===== src/rtl/b_conv_encoder_213_pkg.sv =====
// Shared definitions for the (2,1,3) convolutional encoder: default code
// parameters, symbol width and the FSM state type.
package b_conv_encoder_213_pkg;

    // Encoder memory; the decoder's state count is 2**ENC_M.
    localparam int unsigned ENC_M       = 3;
    // Generators, bit M is the current-input tap (octal 13 and 17).
    localparam logic [3:0]  ENC_G0      = 4'b1011;
    localparam logic [3:0]  ENC_G1      = 4'b1111;
    // Append M zero tail bits per frame by default.
    localparam bit          ENC_TAIL_EN = 1'b1;
    // Code symbol width for a rate-1/2 code.
    localparam int unsigned SYM_W       = 2;

    typedef enum logic [1:0] {
        ST_IDLE = 2'd0,
        ST_DATA = 2'd1,
        ST_TAIL = 2'd2
    } enc_state_t;

endpackage


===== src/rtl/b_conv_encoder_213_if.sv =====
// Stream interface of the encoder: info-bit input side and code-symbol
// output side. master = the environment, slave = the encoder.
interface b_conv_encoder_213_if;
    import b_conv_encoder_213_pkg::*;

    logic             in_valid;
    logic             in_ready;
    logic             in_bit;
    logic             in_last;
    logic             out_valid;
    logic             out_ready;
    logic [SYM_W-1:0] out_sym;
    logic             out_last;

    modport master (
        output in_valid, in_bit, in_last, out_ready,
        input  in_ready, out_valid, out_sym, out_last
    );

    modport slave (
        input  in_valid, in_bit, in_last, out_ready,
        output in_ready, out_valid, out_sym, out_last
    );

endinterface


===== src/rtl/b_conv_encoder_213_parity.sv =====
// Combinational parity generator for the (2,1,3) code: maps the coding
// vector {u, sr} onto the symbol {c0, c1}. Pure XOR reductions.
module b_conv_parity_213
    import b_conv_encoder_213_pkg::*;
#(
    parameter int unsigned M  = ENC_M,
    parameter logic [M:0]  G0 = ENC_G0,
    parameter logic [M:0]  G1 = ENC_G1
) (
    input  logic [M:0]       v,
    output logic [SYM_W-1:0] sym
);

    // c0 from G0 lands on sym[1], c1 from G1 on sym[0].
    always_comb begin
        sym    = '0;
        sym[1] = ^(v & G0);
        sym[0] = ^(v & G1);
    end

endmodule


===== src/rtl/b_conv_encoder_213.sv =====
// Frame-based (2,1,3) convolutional encoder. One info bit per input
// handshake produces one registered code symbol; M zero tail bits are
// appended per frame so the decoder can trace back from state 0.
module b_conv_encoder_213
    import b_conv_encoder_213_pkg::*;
#(
    parameter int unsigned M       = ENC_M,
    parameter logic [M:0]  G0      = ENC_G0,
    parameter logic [M:0]  G1      = ENC_G1,
    parameter bit          TAIL_EN = ENC_TAIL_EN
) (
    input  logic                  clock,
    input  logic                  reset,
    b_conv_encoder_213_if.slave   bus
);

    localparam int unsigned CW        = $clog2(M + 1);
    localparam logic [CW-1:0] TAIL_LAST = CW'(M - 1);

    enc_state_t       state_q,     state_d;
    logic [M-1:0]     sr_q,        sr_d;
    logic [CW-1:0]    tail_cnt_q,  tail_cnt_d;
    logic             out_valid_q, out_valid_d;
    logic [SYM_W-1:0] out_sym_q,   out_sym_d;
    logic             out_last_q,  out_last_d;

    logic             load_en;
    logic             in_ready;
    logic             accept;
    logic             tail_load;
    logic             do_load;
    logic             u;
    logic [SYM_W-1:0] code_sym;

    // Output register may load when empty or when its symbol leaves this cycle.
    always_comb begin
        load_en   = !out_valid_q || bus.out_ready;
        in_ready  = load_en && (state_q != ST_TAIL);
        accept    = bus.in_valid && in_ready;
        tail_load = load_en && (state_q == ST_TAIL);
        do_load   = accept || tail_load;
        u         = tail_load ? 1'b0 : bus.in_bit;
    end

    b_conv_parity_213 #(
        .M  (M),
        .G0 (G0),
        .G1 (G1)
    ) u_parity (
        .v   ({u, sr_q}),
        .sym (code_sym)
    );

    // Next-state: output register, shift register, tail counter and FSM.
    always_comb begin
        state_d     = state_q;
        sr_d        = sr_q;
        tail_cnt_d  = tail_cnt_q;
        out_valid_d = out_valid_q;
        out_sym_d   = out_sym_q;
        out_last_d  = out_last_q;

        // A free output slot with nothing to load becomes a bubble; the
        // held symbol stays in out_sym but is no longer valid.
        if (load_en) begin
            out_valid_d = do_load;
            out_last_d  = 1'b0;
            if (do_load) begin
                out_sym_d = code_sym;
                sr_d      = {u, sr_q[M-1:1]};
            end
        end

        unique case (state_q)
            ST_IDLE, ST_DATA: begin
                if (accept) begin
                    if (bus.in_last) begin
                        if (TAIL_EN) begin
                            state_d    = ST_TAIL;
                            tail_cnt_d = '0;
                        end else begin
                            // No tail: flag this data symbol as last and
                            // force the trellis back to state 0.
                            state_d    = ST_IDLE;
                            out_last_d = 1'b1;
                            sr_d       = '0;
                        end
                    end else begin
                        state_d = ST_DATA;
                    end
                end
            end
            ST_TAIL: begin
                if (tail_load) begin
                    if (tail_cnt_q == TAIL_LAST) begin
                        state_d    = ST_IDLE;
                        out_last_d = 1'b1;
                        sr_d       = '0;
                        tail_cnt_d = '0;
                    end else begin
                        tail_cnt_d = tail_cnt_q + CW'(1);
                    end
                end
            end
            default: begin
                state_d    = ST_IDLE;
                sr_d       = '0;
                tail_cnt_d = '0;
            end
        endcase
    end

    // State registers with synchronous active-high reset.
    always_ff @(posedge clock) begin
        if (reset) begin
            state_q     <= ST_IDLE;
            sr_q        <= '0;
            tail_cnt_q  <= '0;
            out_valid_q <= 1'b0;
            out_sym_q   <= '0;
            out_last_q  <= 1'b0;
        end else begin
            state_q     <= state_d;
            sr_q        <= sr_d;
            tail_cnt_q  <= tail_cnt_d;
            out_valid_q <= out_valid_d;
            out_sym_q   <= out_sym_d;
            out_last_q  <= out_last_d;
        end
    end

    assign bus.in_ready  = in_ready;
    assign bus.out_valid = out_valid_q;
    assign bus.out_sym   = out_sym_q;
    assign bus.out_last  = out_last_q;

endmodule


===== src/flat_wrapper.sv =====
// flat-port wrapper written by rule: the top's interface ports become plain ports
module b_conv_encoder_213_flat import b_conv_encoder_213_pkg::*;
#(
    parameter int unsigned M       = ENC_M,
    parameter logic [M:0]  G0      = ENC_G0,
    parameter logic [M:0]  G1      = ENC_G1,
    parameter bit          TAIL_EN = ENC_TAIL_EN
)
  (clock, reset, bus_in_valid, bus_in_bit, bus_in_last, bus_out_ready, bus_in_ready, bus_out_valid, bus_out_sym, bus_out_last);
  b_conv_encoder_213_if bus_i ();
  input  logic clock;
  input  logic reset;
  input wire logic [$bits(bus_i.in_valid)-1:0] bus_in_valid;
  input wire logic [$bits(bus_i.in_bit)-1:0] bus_in_bit;
  input wire logic [$bits(bus_i.in_last)-1:0] bus_in_last;
  input wire logic [$bits(bus_i.out_ready)-1:0] bus_out_ready;
  output wire logic [$bits(bus_i.in_ready)-1:0] bus_in_ready;
  output wire logic [$bits(bus_i.out_valid)-1:0] bus_out_valid;
  output wire logic [$bits(bus_i.out_sym)-1:0] bus_out_sym;
  output wire logic [$bits(bus_i.out_last)-1:0] bus_out_last;
  assign bus_i.in_valid = bus_in_valid;
  assign bus_i.in_bit = bus_in_bit;
  assign bus_i.in_last = bus_in_last;
  assign bus_i.out_ready = bus_out_ready;
  assign bus_in_ready = bus_i.in_ready;
  assign bus_out_valid = bus_i.out_valid;
  assign bus_out_sym = bus_i.out_sym;
  assign bus_out_last = bus_i.out_last;
  b_conv_encoder_213 #(.M(M), .G0(G0), .G1(G1), .TAIL_EN(TAIL_EN)) u_core (.clock(clock), .reset(reset), .bus(bus_i));
endmodule

===== config.mk =====
export PLATFORM = sky130hd
export DESIGN_NAME = b_conv_encoder_213_flat
export DESIGN_NICKNAME = d
export VERILOG_FILES = /design/src/rtl/b_conv_encoder_213_pkg.sv /design/src/rtl/b_conv_encoder_213_if.sv /design/src/rtl/b_conv_encoder_213_parity.sv /design/src/rtl/b_conv_encoder_213.sv /design/src/flat_wrapper.sv
export SDC_FILE = /design/constraint.sdc
export NUM_CORES = 1
export LEC_CHECK = 0
export BUFFER_PORTS_ARGS = -buffer_cell sky130_fd_sc_hd__buf_2
export CORE_AREA = 5 5 42 44
export DETAILED_ROUTE_END_ITERATION = 10
export DIE_AREA = 0 0 47 49
export PLACE_DENSITY = 0.63
export SETUP_SLACK_MARGIN = 0.1
export SLEW_MARGIN = 20
export SYNTH_ARGS = -nofsm -noshare
export SYNTH_HDL_FRONTEND = slang
export SYNTH_SLANG_ARGS = --single-unit

===== constraint.sdc =====
create_clock -name clock -period 1.45 [get_ports clock]
set_input_delay 0.0725 -clock clock [delete_from_list [all_inputs] [get_ports clock]]
set_output_delay 0.0725 -clock clock [all_outputs]
set_load 0.02 [all_outputs]

# --- After elaboration in Yosys (flattened, before gate mapping) ---
# Cells that the tools add are included.
word_totals:
  ff_bits: 11
  in_bits: 6
  output_inout_bits: 5
  word_cells: 48
classes:
  n_addsub: 1
  eq_ne: 8
  n_mux: 20
  n_reduce_logical: 13
ops:
  columns: ["cell", "n"]
  rows:
  - ["2-to-1 mux 2 bit", 8]
  - ["2-to-1 mux 3 bit", 4]
  - ["one-hot mux 2 bit (2 select lines)", 2]
  - ["XOR reduction 4 bit", 2]
  - ["!= test 2 bit, second input constant", 3]
  - ["one-hot mux 3 bit (2 select lines)", 1]
  - ["AND reduction 3 bit", 2]
  - ["2-to-1 mux 1 bit", 5]
  - ["equality test 2 bit, second input constant", 2]
  - ["!= test 2 x 1 -> 1 bit, second input constant", 2]
  - ["logical AND 1 bit", 3]
  - ["adder 2 x 1 -> 2 bit, second input constant", 1]
  - ["equality test 2 x 1 -> 1 bit, second input constant", 1]
  - ["zero test 2 bit", 1]
  - ["logical OR 1 bit", 2]
  - ["AND reduction 2 bit", 1]
  - ["OR reduction 2 bit", 1]
  - ["zero test 1 bit", 1]

# --- Logic depth before layout (Yosys ltp) ---
logic_depth:
  depth_word: 10
  ltp_mapped: 4
  ltp_nobuf: 4

# --- Cells and area by module ---
# A second synthesis with hierarchy kept.
hier_totals:
  hier_cells: 62
  hier_area_um2: 578.1
modules_own_cells:
  columns: ["mod", "n_inst", "cells_each", "area_each_um2", "seq_area_each_um2"]
  rows:
  - ["b_conv_encoder_213", 1, 58, 535.5, 220.2]
  - ["b_conv_parity_213", 1, 4, 42.5, 0.0]

# --- Worst setup path before layout ---
# No wires, ideal clock.
synth_timing:
  kind: "register -> register"
  startpoint: "register u_core.out_valid_q, in the netlist u_core.bus.out_valid"
  endpoint: "register u_core.sr_q[2]"
  setup_ns: 0.116
  arrival_ns: 1.097
  path_slack_ns: 0.237
  stages_incl_launch_ff: 5
  path_buffers: 0
  cell_sequence: "dfxtp_1 > nor2b_1 > nor2_1 > a32oi_1 > nor2_1"
synth_via:
  elab_chain_cells: 10
  elab_cells_between_ends: 12
synth_rtl:
  columns: ["item", "line_no", "text"]
  rows:
  - ["start, declared", "b_conv_encoder_213.sv:23", "logic out_valid_q, out_valid_d;"]
  - ["start signal, assigned", "b_conv_encoder_213.sv:126", "out_valid_q <= out_valid_d;"]
  - ["zero test 1 bit (*)", "b_conv_encoder_213.sv:37", "load_en = !out_valid_q || bus.out_ready;"]
  - ["logical OR 1 bit (*)", "b_conv_encoder_213.sv:37", null]
  - ["logical AND 1 bit (*)", "b_conv_encoder_213.sv:38", "in_ready = load_en && (state_q != ST_TAIL);"]
  - ["net bus_in_ready", "flat_wrapper.sv:17", "output wire logic [$bits(bus_i.in_ready)-1:0] bus_in_ready;"]
  - ["logical AND 1 bit (*)", "b_conv_encoder_213.sv:39", "accept = bus.in_valid && in_ready;"]
  - ["logical OR 1 bit (*)", "b_conv_encoder_213.sv:41", "do_load = accept || tail_load;"]
  - ["2-to-1 mux 3 bit (*)", "b_conv_encoder_213.sv:68", "if (do_load) begin"]
  - ["2-to-1 mux 3 bit (*)", "b_conv_encoder_213.sv:65", "if (load_en) begin"]
  - ["2-to-1 mux 3 bit", "b_conv_encoder_213.sv:95", "if (tail_cnt_q == TAIL_LAST) begin"]
  - ["2-to-1 mux 3 bit", "b_conv_encoder_213.sv:94", "if (tail_load) begin"]
  - ["one-hot mux 3 bit (2 select lines) (*)", "b_conv_encoder_213.sv:74", "unique case (state_q)"]
  - ["end signal, assigned", "b_conv_encoder_213.sv:124", "sr_q <= sr_d;"]
  - ["end, declared", "b_conv_encoder_213.sv:21", "logic [M-1:0] sr_q, sr_d;"]
# Mark *: on every way through the listed nets, which the timed path passes. The rest lies on a longest branch.
# A chain may end at the register's enable or synchronous reset.

# --- Worst setup path after layout ---
layout_timing:
  startpoint: "register u_core.out_valid_q, in the netlist u_core.bus.out_valid"
  endpoint: "output port bus_in_ready"
layout_via:
  elab_chain_cells: 3
layout_rtl:
  columns: ["item", "line_no"]
  rows:
  - ["zero test 1 bit", "b_conv_encoder_213.sv:37"]
  - ["logical OR 1 bit", "b_conv_encoder_213.sv:37"]
  - ["logical AND 1 bit", "b_conv_encoder_213.sv:38"]
  - ["end, declared", "flat_wrapper.sv:17"]
# No other way between the ends.

==> out/results.txt <==
Max-slew violation count - 0
Crit start category - flop
Status - complete, no violations
Final hold slack - 72.11 ps
Worst vdd ir - 0.0005347 V
Detail Route Antenna Nets - 0
Pre-antenna DRT Iters - 4
Global-route wire length before repair - 1711 um
Post-Syn Area - 510.5 um^2
Total CTS buffers - 3
Syn_area_per_cell - 8.652 um^2
Pin slew with the least headroom to its limit - 295.3 ps
Layout cells sized above 1 - 23.61%
Gate Count Post-Synth - 59
DRT Wirelength - 1079 um
Die height - 49 um
H-tree Lvls - 1
Post-layout util - 43.39%
Worst R2R Path Depth - 4
Tcrit/Tclk final - 86.42%
WL per Instance - 12.26 um
Worst Path Max Fanout - 4
Max Fclk - 0.7980 GHz
Cts hold-fix bufs - 0
# setup viols final - 0
Iteration-0 DRC Markers - 10
Fillers - 155
Pre-CTS WS - 207.1 ps
Initial Util - 36.43%
Syn-to-layout area delta - 19.12%
CTS tree - yes
Largest net degree at the start of global routing - 9
Hold Fails Final Rpt - 0
Syn Nets - 65
Crit path time final - 1253 ps
Leakage - 0.2723 nW
Die ar. - 2303 um^2
Port Buffers - 10
Maxcap violations - 0
PwrDens - 1102 nW/um^2
Critical Path RT - 1380 ps
# rows - 14
Final WS setup - 196.9 ps
Post-synth top area share - 43.14%
Commonest cells after routing, fill and taps aside - 11 x nor2_1, 11 x dfxtp_1, 10 x buf_2
Hold Path Class - in -> reg
Vias/cell - 5.239
Post-route DRC - 0
Top cell type by total area after synthesis - dfxtp_1
WP data arrival - 1180 ps
CTS root buffer - clkbuf_4
Vias in the first global route - 425
Grt ovf - 0
Library cells used by synthesis - 20
RSZ-0062 raised after global routing - false
Clk_skew - 4.030 ps
Clock tree buffer depth - 2
Die width - 47 um
Critical path class - reg -> out
Hold path cells - 2
Synth area leaders - dfxtp_1 43%, nor2_1 8.1%, nand2_1 5.9%, a32oi_1 5.1%, a21oi_1 4.9%
N_diodes - 0
Clock latency at the later pin of the worst-skew pair - 270 ps
Synth Warn # - 0
Register area share after synthesis - 43.14%
Clock sink total - 11
Gr usage total - 10.53%
Detail Placement HPWL - 780.1 um
Placer Congestion - 0.7034
I/O Pins - 11
Initial antenna violation count - 0
Core area - 1401 um^2
Clock-pin transition on the worst setup and hold timing paths - 70 ps
Final nets - 79
Yosys reg bits - 11
Max-Slew Margin vs Limit - 80.18%
Sum of negative setup slack - 0 ps
Via count - 461
Endpoint type of the worst setup path - primary output
-- critical path: stages (launching register included) --
cell	delay [ps]
dfxtp_1	350
nor2b_1	280
nor2_1	120
buf_2	170
-- state kept, by name, indices dropped and copies added, names as in the netlist --
register / count
u_core.bus.out_last: 1
u_core.bus.out_sym: 2
u_core.bus.out_valid: 1
u_core.sr_q: 3
u_core.state_q: 2
u_core.tail_cnt_q: 2
-- per-stage QoR --
| stage | instances | power (mW) | instance area [um^2] |
|---|---|---|---|
| CTS | 88 | 0.6744 | 603.1 |
| finish | 88 | 0.6699 | 608.1 |
| global placement | 84 | 0.4574 | 576.8 |
| floorplan | 59 | 0.4250 | 510.5 |
| global route | 88 | 0.7029 | 608.1 |
| detailed placement | 84 | 0.4597 | 576.8 |
-- final cells by class --
type | instances | area [um^2] | area share [%]
Clock buffer | 4 | 26.28 | 4.321
Tap cell | 16 | 20.02 | 3.292
Timing Repair Buffer | 10 | 50.05 | 8.230
Multi-Input combinational cell | 47 | 291.5 | 47.94
Sequential cell | 11 | 220.2 | 36.21
-- repair_timing --
item                                    in CTS  in global routing
endpoints found under the setup margin       0                  3
gates resized for setup                      0                  2
setup buffers                                0                  0
-- power by group --
group          internal, mW  switching (mW)
registers             0.320          0.0159
clock network         0.106           0.108
logic                0.0527          0.0675
total                 0.479           0.191
-- cell families (layout without fill, tap and decap cells) --
logic type | after synthesis | after routing | share of synthesized area (%)
XOR/XNOR | 2 | 2 | 7.599
AND/OR/NAND/NOR | 29 | 29 | 26.72
AO/OA/AOI/OAI | 16 | 16 | 21.81
buffers and inverters | 1 | 14 | 0.7346
flip-flops | 11 | 11 | 43.14
-- routing by layer --
layer / vias to the layer above / track usage, % / part of all wire [%]
li1: 236 / - / -
met1: 211 / 12.22 / 47
met2: 10 / 14.71 / 43
met3: 4 / 2.952 / 6.9
met4: 0 / 9.677 / 3.2
met5: - / 0 / 0
-- worst paths after layout --
check	start	end	slack [ps]
worst max-delay path	u_core.bus.out_valid	bus_in_ready	200
worst min register to register	u_core.bus.out_sym[1]	u_core.bus.out_sym[1]	460
worst max register to register	u_core.state_q[1]	u_core.bus.out_sym[0]	230
worst min-delay path	reset	u_core.bus.out_sym[0]	70
-- synthesized netlist by cell type --
library cell   n
o21ai_0        2
nor2b_1        3
a211oi_2       1
nor2_1        11
nand2_1        8
nor4_1         1
and3_2         1
nor3_1         1
and3_1         1
dfxtp_1       11
nor2b_2        1
xnor3_1        1
o21a_1         1
buf_1          1
a21oi_1        5
a22oi_1        1
a32oi_1        3
nand2b_1       2
xnor2_2        1
a21o_1         3
Note: power is estimated with default switching activity, not from simulation.
